`src/rtl/alarm_clock_pkg.sv`:
```
`default_nettype none
// +--------------------------------------------------------------------+
// | alarm_clock_pkg : shared types, segment patterns and BCD helpers    |
// | Revision 1.0                                                        |
// +--------------------------------------------------------------------+
package alarm_clock_pkg;

   typedef enum logic [1:0] {
      RUN24      = 2'b00,
      EDIT_TIME  = 2'b01,
      EDIT_ALARM = 2'b10,
      RUN12      = 2'b11
   } mode_e;

   typedef enum logic [1:0] {
      HOUR = 2'd0,
      MIN  = 2'd1,
      SEC  = 2'd2
   } field_e;

   typedef struct packed {
      logic [7:0] hh;
      logic [7:0] mm;
   } alarm_t;

   localparam logic [7:0] c_max_hour = 8'h23;
   localparam logic [7:0] c_max_min  = 8'h59;
   localparam logic [7:0] c_max_sec  = 8'h59;

   // Active-high patterns, bit order gfedcba
   localparam logic [6:0] c_seg_0     = 7'b0111111;
   localparam logic [6:0] c_seg_1     = 7'b0000110;
   localparam logic [6:0] c_seg_2     = 7'b1011011;
   localparam logic [6:0] c_seg_3     = 7'b1001111;
   localparam logic [6:0] c_seg_4     = 7'b1100110;
   localparam logic [6:0] c_seg_5     = 7'b1101101;
   localparam logic [6:0] c_seg_6     = 7'b1111101;
   localparam logic [6:0] c_seg_7     = 7'b0000111;
   localparam logic [6:0] c_seg_8     = 7'b1111111;
   localparam logic [6:0] c_seg_9     = 7'b1101111;
   localparam logic [6:0] c_seg_blank = 7'b0000000;

   function automatic logic [7:0] bcd_inc(input logic [7:0] v, input logic [7:0] max_v);
      if (v == max_v) begin
         return 8'h00;
      end
      if (v[3:0] == 4'd9) begin
         return {v[7:4] + 4'd1, 4'd0};
      end
      return {v[7:4], v[3:0] + 4'd1};
   endfunction

   // 24h BCD hour to 12h BCD hour: 0 -> 12, 13..23 -> 1..11
   function automatic logic [7:0] to_12h(input logic [7:0] h);
      logic [4:0] b;
      logic [3:0] tens;
      logic [3:0] units;
      b = 5'(h[7:4]) * 5'd10 + 5'(h[3:0]);
      if (b == 5'd0) begin
         b = 5'd12;
      end else if (b > 5'd12) begin
         b = b - 5'd12;
      end
      if (b >= 5'd10) begin
         tens  = 4'd1;
         units = 4'(b - 5'd10);
      end else begin
         tens  = 4'd0;
         units = 4'(b);
      end
      return {tens, units};
   endfunction

endpackage
`default_nettype wire

```
`src/rtl/alarm_clock_core_seg7_encode.sv`:
```
`default_nettype none
// +--------------------------------------------------------------------+
// | seg7_encode : BCD digit plus blank to seven segments (gfedcba)      |
// | Revision 1.0                                                        |
// +--------------------------------------------------------------------+
module seg7_encode
   import alarm_clock_pkg::*;
#(
   parameter bit SEG_ACTIVE_LOW = 1'b1
) (
   input  logic [3:0] bcd,
   input  logic       blank,
   output logic [6:0] seg
);

   logic [6:0] pattern;

   always_comb begin
      pattern = c_seg_blank;
      if (!blank) begin
         case (bcd)
            4'd0:    pattern = c_seg_0;
            4'd1:    pattern = c_seg_1;
            4'd2:    pattern = c_seg_2;
            4'd3:    pattern = c_seg_3;
            4'd4:    pattern = c_seg_4;
            4'd5:    pattern = c_seg_5;
            4'd6:    pattern = c_seg_6;
            4'd7:    pattern = c_seg_7;
            4'd8:    pattern = c_seg_8;
            4'd9:    pattern = c_seg_9;
            default: pattern = c_seg_blank;
         endcase
      end
      seg = SEG_ACTIVE_LOW ? ~pattern : pattern;
   end

endmodule
`default_nettype wire

```
`src/rtl/alarm_clock_core.sv`:
```
`default_nettype none
// +--------------------------------------------------------------------+
// | alarm_clock_core : BCD time-of-day, alarms, editing, 7-seg display  |
// | Revision 1.0                                                        |
// +--------------------------------------------------------------------+
module alarm_clock_core
   import alarm_clock_pkg::*;
#(
   parameter int CLK_HZ         = 50_000_000,
   parameter int TICK_DIV       = 50_000_000,
   parameter int NUM_ALARMS     = 1,
   parameter int RING_SECONDS   = 60,
   parameter bit SEG_ACTIVE_LOW = 1'b1,
   localparam int AW            = (NUM_ALARMS > 1) ? $clog2(NUM_ALARMS) : 1
) (
   input  logic          clk,
   input  logic          reset,
   input  logic [2:0]    sw_states,
   input  logic [1:0]    btn_edit,
   input  logic [AW-1:0] alarm_sel,
   output logic [6:0]    led_seconds_units,
   output logic [6:0]    led_seconds_tens,
   output logic [6:0]    led_minutes_units,
   output logic [6:0]    led_minutes_tens,
   output logic [6:0]    led_hour_units,
   output logic [6:0]    led_hour_tens,
   output logic          alarm_ring,
   output logic          tick_1hz
);

   localparam int              PW          = $clog2(TICK_DIV);
   localparam logic [PW-1:0]   c_presc_max = PW'(TICK_DIV - 1);
   localparam logic [7:0]      c_ring_load = 8'(RING_SECONDS);

   generate
      if (TICK_DIV < 2 || NUM_ALARMS < 1 || NUM_ALARMS > 4 ||
          RING_SECONDS < 1 || RING_SECONDS > 255 || CLK_HZ < 1) begin : g_param_check
         $error("alarm_clock_core: parameter out of range");
      end
   endgenerate

   logic [PW-1:0] presc_q, presc_d;
   logic [7:0]    hh_q, hh_d, mm_q, mm_d, ss_q, ss_d;
   alarm_t        alarm_q [NUM_ALARMS];
   alarm_t        alarm_d [NUM_ALARMS];
   field_e        field_q, field_d;
   logic [1:0]    btn_prev_q, btn_prev_d;
   mode_e         mode_prev_q, mode_prev_d;
   logic          tick_pend_q, tick_pend_d;
   logic          tick_1hz_q, tick_1hz_d;
   logic          ring_q, ring_d;
   logic [7:0]    ring_cnt_q, ring_cnt_d;
   logic [6:0]    seg_q [6];
   logic [6:0]    seg_enc [6];

   mode_e         mode;
   logic          mode_changed;
   logic          edit_time;
   logic          edit_alarm;
   logic          run_mode;
   logic [1:0]    btn_edge;
   field_e        field_eff;
   logic          advance;
   logic [AW-1:0] sel_idx;
   alarm_t        shown_alarm;
   logic          alarm_hit;
   logic          match_ok;
   logic          cancel;
   logic [7:0]    disp_hh, disp_mm, disp_ss, hh_show;
   logic [3:0]    digit [6];
   logic          digit_blank [6];

   always_comb begin
      mode         = mode_e'(sw_states[1:0]);
      mode_prev_d  = mode;
      mode_changed = (mode != mode_prev_q);
      edit_time    = (mode == EDIT_TIME);
      edit_alarm   = (mode == EDIT_ALARM);
      run_mode     = !edit_time && !edit_alarm;
      btn_edge     = btn_edit & ~btn_prev_q;
      btn_prev_d   = btn_edit;
      field_eff    = mode_changed ? HOUR : field_q;
      sel_idx      = (int'(alarm_sel) < NUM_ALARMS) ? alarm_sel : '0;
      advance      = (presc_q == c_presc_max) && !edit_time;
   end

   // Any mode change restarts the second so a run mode starts on a full period
   always_comb begin
      if (mode_changed || edit_time || presc_q == c_presc_max) begin
         presc_d = '0;
      end else begin
         presc_d = presc_q + 1'b1;
      end
   end

   always_comb begin
      field_d = field_q;
      if (mode_changed) begin
         field_d = HOUR;
      end else if (btn_edge[0]) begin
         if (edit_time) begin
            case (field_q)
               HOUR:    field_d = MIN;
               MIN:     field_d = SEC;
               default: field_d = HOUR;
            endcase
         end else if (edit_alarm) begin
            field_d = (field_q == HOUR) ? MIN : HOUR;
         end
      end
   end

   always_comb begin
      hh_d = hh_q;
      mm_d = mm_q;
      ss_d = ss_q;
      if (advance) begin
         ss_d = bcd_inc(ss_q, c_max_sec);
         if (ss_q == c_max_sec) begin
            mm_d = bcd_inc(mm_q, c_max_min);
            if (mm_q == c_max_min) begin
               hh_d = bcd_inc(hh_q, c_max_hour);
            end
         end
      end else if (edit_time && btn_edge[1]) begin
         case (field_eff)
            HOUR:    hh_d = bcd_inc(hh_q, c_max_hour);
            MIN:     mm_d = bcd_inc(mm_q, c_max_min);
            default: ss_d = 8'h00;
         endcase
      end
   end

   always_comb begin
      shown_alarm = '0;
      alarm_hit   = 1'b0;
      for (int k = 0; k < NUM_ALARMS; k++) begin
         alarm_d[k] = alarm_q[k];
         if (k == int'(sel_idx)) begin
            shown_alarm = alarm_q[k];
            if (edit_alarm && btn_edge[1]) begin
               if (field_eff == HOUR) begin
                  alarm_d[k].hh = bcd_inc(alarm_q[k].hh, c_max_hour);
               end else begin
                  alarm_d[k].mm = bcd_inc(alarm_q[k].mm, c_max_min);
               end
            end
         end
         if (alarm_q[k].hh == hh_q && alarm_q[k].mm == mm_q && ss_q == 8'h00) begin
            alarm_hit = 1'b1;
         end
      end
   end

   // tick_pend_q marks the cycle right after the time update, which is when the
   // new time is visible for comparison and tick_1hz/ring outputs are loaded.
   always_comb begin
      tick_pend_d = advance;
      tick_1hz_d  = tick_pend_q;
      match_ok    = tick_pend_q && run_mode && sw_states[2] && alarm_hit;
      cancel      = (|btn_edge) || !sw_states[2] || !run_mode;
      ring_d      = ring_q;
      ring_cnt_d  = ring_cnt_q;
      if (cancel) begin
         ring_d     = 1'b0;
         ring_cnt_d = 8'd0;
      end else if (match_ok) begin
         ring_d     = 1'b1;
         ring_cnt_d = c_ring_load;
      end else if (ring_q && tick_pend_q) begin
         ring_cnt_d = ring_cnt_q - 8'd1;
         if (ring_cnt_q == 8'd1) begin
            ring_d = 1'b0;
         end
      end
   end

   // During reset the display is loaded from the reset time rather than the old one
   always_comb begin
      if (reset) begin
         disp_hh = 8'h00;
         disp_mm = 8'h00;
         disp_ss = 8'h00;
      end else if (edit_alarm) begin
         disp_hh = shown_alarm.hh;
         disp_mm = shown_alarm.mm;
         disp_ss = 8'h00;
      end else begin
         disp_hh = hh_q;
         disp_mm = mm_q;
         disp_ss = ss_q;
      end
      hh_show = (mode == RUN12) ? to_12h(disp_hh) : disp_hh;
      digit[0] = disp_ss[3:0];
      digit[1] = disp_ss[7:4];
      digit[2] = disp_mm[3:0];
      digit[3] = disp_mm[7:4];
      digit[4] = hh_show[3:0];
      digit[5] = hh_show[7:4];
      for (int i = 0; i < 5; i++) begin
         digit_blank[i] = 1'b0;
      end
      digit_blank[5] = (mode == RUN12) && (hh_show[7:4] == 4'd0);
   end

   generate
      for (genvar i = 0; i < 6; i++) begin : g_digit
         seg7_encode #(
            .SEG_ACTIVE_LOW (SEG_ACTIVE_LOW)
         ) u_seg7_encode (
            .bcd   (digit[i]),
            .blank (digit_blank[i]),
            .seg   (seg_enc[i])
         );
      end
   endgenerate

   always_ff @(posedge clk) begin
      if (reset) begin
         presc_q     <= '0;
         hh_q        <= 8'h00;
         mm_q        <= 8'h00;
         ss_q        <= 8'h00;
         for (int k = 0; k < NUM_ALARMS; k++) begin
            alarm_q[k] <= '0;
         end
         field_q     <= HOUR;
         btn_prev_q  <= 2'b00;
         tick_pend_q <= 1'b0;
         tick_1hz_q  <= 1'b0;
         ring_q      <= 1'b0;
         ring_cnt_q  <= 8'd0;
      end else begin
         presc_q     <= presc_d;
         hh_q        <= hh_d;
         mm_q        <= mm_d;
         ss_q        <= ss_d;
         for (int k = 0; k < NUM_ALARMS; k++) begin
            alarm_q[k] <= alarm_d[k];
         end
         field_q     <= field_d;
         btn_prev_q  <= btn_prev_d;
         tick_pend_q <= tick_pend_d;
         tick_1hz_q  <= tick_1hz_d;
         ring_q      <= ring_d;
         ring_cnt_q  <= ring_cnt_d;
      end
      mode_prev_q <= mode_prev_d;
      for (int i = 0; i < 6; i++) begin
         seg_q[i] <= seg_enc[i];
      end
   end

   assign led_seconds_units = seg_q[0];
   assign led_seconds_tens  = seg_q[1];
   assign led_minutes_units = seg_q[2];
   assign led_minutes_tens  = seg_q[3];
   assign led_hour_units    = seg_q[4];
   assign led_hour_tens     = seg_q[5];
   assign alarm_ring        = ring_q;
   assign tick_1hz          = tick_1hz_q;

endmodule
`default_nettype wire

```
`config.mk`:
```
export PLATFORM = sky130hd
export DESIGN_NAME = alarm_clock_core
export DESIGN_NICKNAME = d
export VERILOG_FILES = /design/src/rtl/alarm_clock_pkg.sv /design/src/rtl/alarm_clock_core_seg7_encode.sv /design/src/rtl/alarm_clock_core.sv
export SDC_FILE = /design/constraint.sdc
export NUM_CORES = 1
export LEC_CHECK = 0
export ABC_AREA = 1
export CAP_MARGIN = 0
export CORE_MARGIN = 3
export CORE_UTILIZATION = 53
export DETAILED_ROUTE_END_ITERATION = 6
export PLACE_DENSITY = 0.76
export SLEW_MARGIN = 10
export SYNTH_ARGS = -nofsm -noshare
export SYNTH_HDL_FRONTEND = slang
export SYNTH_SLANG_ARGS = --single-unit
```
`constraint.sdc`:
```
create_clock -name clk -period 5 [get_ports clk]
set_clock_uncertainty 0.15 [all_clocks]
set_input_delay 0.75 -clock clk [delete_from_list [all_inputs] [get_ports clk]]
set_output_delay 0.75 -clock clk [all_outputs]
set_load 0.05 [all_outputs]
```
* After elaboration in Yosys (flattened, before gate mapping) *
Memories as Yosys holds them, arrays and structs flattened.
Index checks and enable logic that the tools add are counted.

word-level totals
  register bits = 67
  RAM bits = 58
  ROM bits = 672
  bits of input ports = 8
  output and inout bits = 44
  word-level logic and storage cells = 246
  memories kept = 8

memories
  name             depth  width  read ports  clocked after memory_dff  wr ports  line                                text
  (no name shown)  16     7      1           0                         0         alarm_clock_core_seg7_encode.sv:21  case (bcd)
  (no name shown)  16     7      1           0                         0         alarm_clock_core_seg7_encode.sv:21
  (no name shown)  16     7      1           0                         0         alarm_clock_core_seg7_encode.sv:21
  (no name shown)  16     7      1           0                         0         alarm_clock_core_seg7_encode.sv:21
  (no name shown)  16     7      1           0                         0         alarm_clock_core_seg7_encode.sv:21
  (no name shown)  16     7      1           0                         0         alarm_clock_core_seg7_encode.sv:21
  2 more memories  -      -      -           -                         -         -

operators by class
  add/sub/neg operators = 15
  multiply operators = 1
  $lt $le $gt $ge = 3
  equality and inequality tests = 26
  multiplexer cells = 123
  bitwise operators = 8
  reductions and logical operators = 47

operator list
  kind                                                                      count
  8-bit two-way mux                                                         45
  1-bit two-way mux                                                         64
  16-bit two-way mux                                                        4
  7-bit NOT                                                                 6
  4-bit by 1-bit adder with 4-bit output (second input constant)            10
  26-bit by 1-bit adder with 26-bit output (second input constant)          1
  26-bit == test (second input constant)                                    1
  8-bit by 7-bit == test with 1-bit output (second input constant)          3
  4-bit == test (second input constant)                                     5
  8-bit by 6-bit == test with 1-bit output (second input constant)          2
  8-bit == test                                                             2
  16-bit OR reduction                                                       1
  6-bit two-way mux                                                         2
  2-bit nonzero test                                                        6
  1-bit logical AND                                                         11
  5-bit two-way mux                                                         2
  2-bit OR reduction                                                        5
  3-bit by 1-bit inequality test with 1-bit output (second input constant)  3
  8-bit by 1-bit == test with 1-bit output (second input constant)          1
  8-bit zero test                                                           1
  8-bit by 1-bit subtractor with 8-bit output (second input constant)       1
  7-bit two-way mux                                                         1
  2-bit by 1-bit == test with 1-bit output (second input constant)          3
  2-bit two-way mux                                                         3
  26 further kinds                                                          40

* Logic depth before layout (Yosys ltp) *
  depth after elaboration = 17
  mapped depth = 32
  depth with buffers taken out = 31

* Cells and area by module *
From an unflattened synthesis, not the netlist that was laid out.

unflattened totals
  cells, all modules = 967
  area, all modules = 7201.9 um^2

modules (own cells, without submodules)
  module            instances  cells an instance  area an instance (um^2)  sequential area each (um^2)
  alarm_clock_core  1          763                6038.3                   2502.4
  seg7_encode       6          34                 193.9                    0.0

* Worst setup path after synthesis *
Ideal clock, no wire load.

  kind = input -> register
  from = in sw_states[0]
  to = mem seg_q[5][6]
  library setup time = 0.148 ns
  arrival time = 4.776 ns
  data required time = 4.702 ns
  path slack = -0.074 ns
  stages = 28
  buffers on the path = 1
  cell sequence = inv_1 > ha_1 > inv_1 > clkbuf_1 > nor2_1 > nor3_1 > ha_1 > inv_1 > fa_1 > xor2_1 > inv_1 > ha_1 > inv_1 > nor2_1 > o21ai_2 > nor2_2 > nor2_4 > ha_1 > inv_1 > nand2_4 > nand3_2 > nand2_1 > o21ai_1 > inv_1 > ha_1 > nand2_1 > a21boi_0 > o21ai_0

RTL lines
  item         line                    text
  from (decl)  alarm_clock_core.sv:18  input logic [2:0] sw_states,
  to (decl)    alarm_clock_core.sv:53  logic [6:0] seg_q [6];

==> Flow_metrics.wiki <==
{| class="wikitable"
! Metric !! Value
|-
| Synth-to-Final Area Change || 22.8%
|-
| Reg-to-reg setup timing slack || approximately 1000 ps
|-
| Initial standard-cell utilization of the core || a little under three fifths
|-
| Number of sinks handled by clock tree synthesis || ~130
|-
| DRC viols || 0
|-
| Sequential Power Share || 38.1%
|-
| Total wire length || approximately 15000 um
|-
| Relative contribution of the clock network to total power || 45.7%
|-
| Yosys warning count || 0
|-
| Instance area after placement || between 0.008 and 0.009 mm2
|-
| Per-cell via count in the routed design || 5.10
|-
| Antenna violations before repair || 0
|-
| Launch instance of the worst min-delay path || presc_q[0]
|-
| Biggest area contributors in the synthesized netlist || dfxtp_1 (35%), ha_1 (12%), nand2_1 (8.3%), inv_1 (7.8%), nor2_1 (5.2%)
|-
| Total global routing track utilization || a little over a fifth
|-
| Cell type with the highest aggregate area in the netlist || dfxtp_1
|-
| Storage cell area || between 0.002 and 0.003 mm2
|-
| Hold Fails Final Rpt || 0
|-
| Capture endpoint of the worst hold path || presc_q[0]
|-
| Total nets after synthesis || 1033
|-
| Most used standard cells in the synthesized netlist || nand2_1 (156), inv_1 (147), dfxtp_1 (125)
|-
| Count of antenna-violating nets left after detailed routing || 0
|-
| Via count of the first global-routing pass || roughly 5800
|-
| Static leakage power || about 3.6 nW
|-
| Fin crit share || 92.5%
|-
| Yosys top cell area share || between 30% and 40%
|-
| Area enclosed by the die boundary || 0.0147 mm2
|-
| Internal power || around 2 mW
|-
| Global routing usage on met1 || between 20% and 30%
|-
| EDFF count, synth || 0
|-
| Post-detailed-route wirelength per cell || 12.1 um
|-
| DPL Wire Length || 11100 um
|-
| Maximum level of the CTS H-tree || 4
|-
| Die Y-Extent || between 100 and 150 um
|-
| Post-CTS Hold Fix Bufs || 0
|-
| Die width || around 120 um
|-
| Number of DRC violations after detailed-routing iteration 0 || 300
|-
| Row cnt || 41
|-
| Count of buffers from port buffering || 50
|-
| Actual slew at the worst max-slew pin || roughly 620 ps
|-
| Post-layout power || approximately 2.7 mW
|-
| Hold-critical path depth || 1
|-
| TritonCTS clock tree || done
|-
| Root Buffer Master || clkbuf_16
|-
| Worst ir drop on vdd || 298 uV
|-
| Final max-slew violation count || 0
|-
| Status || finished clean
|-
| Synthesized instance count || roughly 960
|-
| Global-route met3 utilization || approximately 5.3%
|-
| Global routing's busiest layer || met2
|-
| Worst slew margin relative to its limit || approximately three fifths
|-
| Clock latency of the later-clocked register in the worst-skew pair || around 430 ps
|-
| Arrival time worst endpoint || about 4800 ps
|-
| Relative contribution of combinational cells to total power || between 10% and 20%
|-
| Required time worst endpoint || between 5000 and 6000 ps
|-
| Number of buffers on the longest clock path || 2
|-
| Register clock-pin slew on the reported worst setup and hold paths || around 50 ps
|-
| # placed instances || 1210
|-
| Nets || approximately 1100
|-
| Period minus WS final || ~4600 ps
|-
| Layout Utilization || just under 70%
|-
| Setup crit start kind || input port
|-
| Worst min path class || reg -> reg
|-
| Routing usage on met2 || between 30% and 40%
|-
| Global-route wire length before repair || around 26000 um
|-
| Synth Flop Type || dfxtp_1
|-
| Total area of multi-input combinational cells || around 0.004 mm2
|-
| Num ports || 52
|-
| Cell variety after synth || 50
|-
| Setup TNS || 0 ps
|-
| Clock buffer count from CTS || 17
|-
| Fmax || between 0.2 and 0.25 GHz
|-
| Power density of the placed cells || about 320 mW/mm2
|-
| Antenna fix cells || 0
|-
| Switching power summed over all nets || 0.737 mW
|-
| Syn Area/Cell || roughly 7.4 um2
|-
| RSZ-0062 raised after global routing || no
|-
| Pin count of the biggest net entering global routing || 24
|-
| Number of filler cells placed in the layout || roughly 1100
|-
| Max-cap viol count || 0
|-
| Worst Path Max Fanout || 6
|-
| Share of layout cells above drive strength 1 || roughly 12%
|-
| Placeable core area || approximately 0.013 mm2
|-
| Most common cell in the netlist || nand2_1
|-
| Critical path class || in -> reg
|-
| Total grt overflow || 0
|-
| Number of optimization iterations in the first detailed-route pass || 5
|-
| RePlAce Congestion || a little under 0.9
|-
| Number of cells on the worst reg-to-reg path || 25
|-
| Startpoint of the lowest-slack register-to-register path || hh_q[4]
|-
| Async set or reset register ratio after synthesis || 0%
|-
| Register bit total from synthesis || 125
|-
| Proportion of synthesized chip area in sequential cells || 35.4%
|-
| Critical path capture point type || register
|-
| Non-filler instance count after layout || approximately 1200
|-
| Final setup vio count || 0
|-
| Start point of the critical path || sw_states[0]
|-
| Cell area after layout || between 0.008 and 0.009 mm2
|-
| Endpoint of the lowest-slack register-to-register path || seg_q[5][6]
|-
| Switching Share || between 20% and 30%
|-
| Post-synthesis instance area || 0.00706 mm2
|-
| Total number of vias || around 6300
|}
[area by class of cell]
| class | count | share of cell area (%) |
|---|---|---|
| Clock buffer | 21 | 5.31 |
| Clock inverter | 11 | 1.63 |
| Tap cell | 172 | 2.48 |
| Multi-Input combinational cell | 666 | 45.6 |
| Sequential cell | 125 | 28.9 |
| Timing Repair Buffer | 91 | 9.32 |
| Inverter | 157 | 6.80 |
[worst max-delay path by stage]
stage,endpoint,depth (start not counted)
floorplan,seg_q[5][6],28
global placement,seg_q[5][6],27
detailed placement,seg_q[5][0],28
CTS,seg_q[5][0],29
global route,seg_q[4][0],31
finish,seg_q[5][6],27
[repair_timing]
action,4_1_cts,5_1_grt
setup buffers,0,1
endpoints found under the setup margin,0,10
resized for setup,0,7
endpoints found under the hold margin,0,0
[stage by stage]
| step | hold slack (ps) | worst slack (ps) |
|---|---|---|
| CTS | 310 | 271 |
| floorplan | 280 | 49.6 |
| finish | 307 | 377 |
| detailed placement | 298 | -157 |
| global placement | 295 | -90.6 |
| global route | 335 | 9.38 |
[layer usage]
metal  share of wire, %  routed length [um]
met3                4.7                 713
met1                 46                6960
met4                2.2                 326
met2                 47                7050
met5                  0                   0
[placed cells by master (no fill, tap or decap), types with 42 or more instances in the layout]
cell type,instances
o21ai_0,62
nand3_1,50
dfxtp_1,125
ha_1,63
nor2_1,96
inv_1,147
clkdlybuf4s50_1,50
nand2_1,156
nor3_1,42
a21oi_1,43
[cell families (layout without fill, tap and decap cells)]
| group | Yosys count | count (layout) | share of synthesized area, % |
|---|---|---|---|
| adders and majority gates | 66 | 66 | 11.8 |
| xor gates and xnor gates | 16 | 16 | 1.98 |
| DFF | 125 | 125 | 35.4 |
| buffers and inverters | 168 | 280 | 9.05 |
| AOI/OAI and AO/OA | 162 | 162 | 13.6 |
| and+or+nand+nor | 422 | 422 | 28.1 |
[critical path, cell delays in order]
cell,delay [ps]
clkdlybuf4s50_1,500
inv_1,80
ha_4,180
buf_4,150
o21ai_0,140
a21oi_1,80
ha_1,280
ha_1,340
xor2_2,190
inv_1,80
ha_1,220
inv_1,70
nor2_2,50
o21ai_2,140
nor2_2,70
nor2_4,80
ha_1,160
inv_1,70
nand2_4,70
nand3_2,100
nand2_1,80
o21ai_1,80
buf_4,160
ha_1,180
or2_2,300
o21ai_0,70
o21ai_0,90
[registers in the layout, summed over array words and instances, names as in the netlist]
| signal | count |
|---|---|
| ss_q | 8 |
| alarm_q | 16 |
| btn_prev_q | 2 |
| mm_q | 8 |
| ring_cnt_q | 8 |
| tick_1hz_d | 1 |
| tick_1hz | 1 |
| alarm_ring | 1 |
| field_q | 2 |
| seg_q | 42 |
| presc_q | 26 |
| hh_q | 8 |
| mode_prev_q | 2 |
[power by group through the flow]
stage                     clock network (mW)  registers, mW  logic [mW]
after floorplan                            0           1.18       0.178
after CTS                               1.26           1.05       0.442
after detailed placement                   0           1.07       0.439
final                                   1.25           1.04       0.442
after global placement                     0           1.07       0.435
after global routing                    1.30           1.05       0.485
Power figures use the tool's default switching activity.
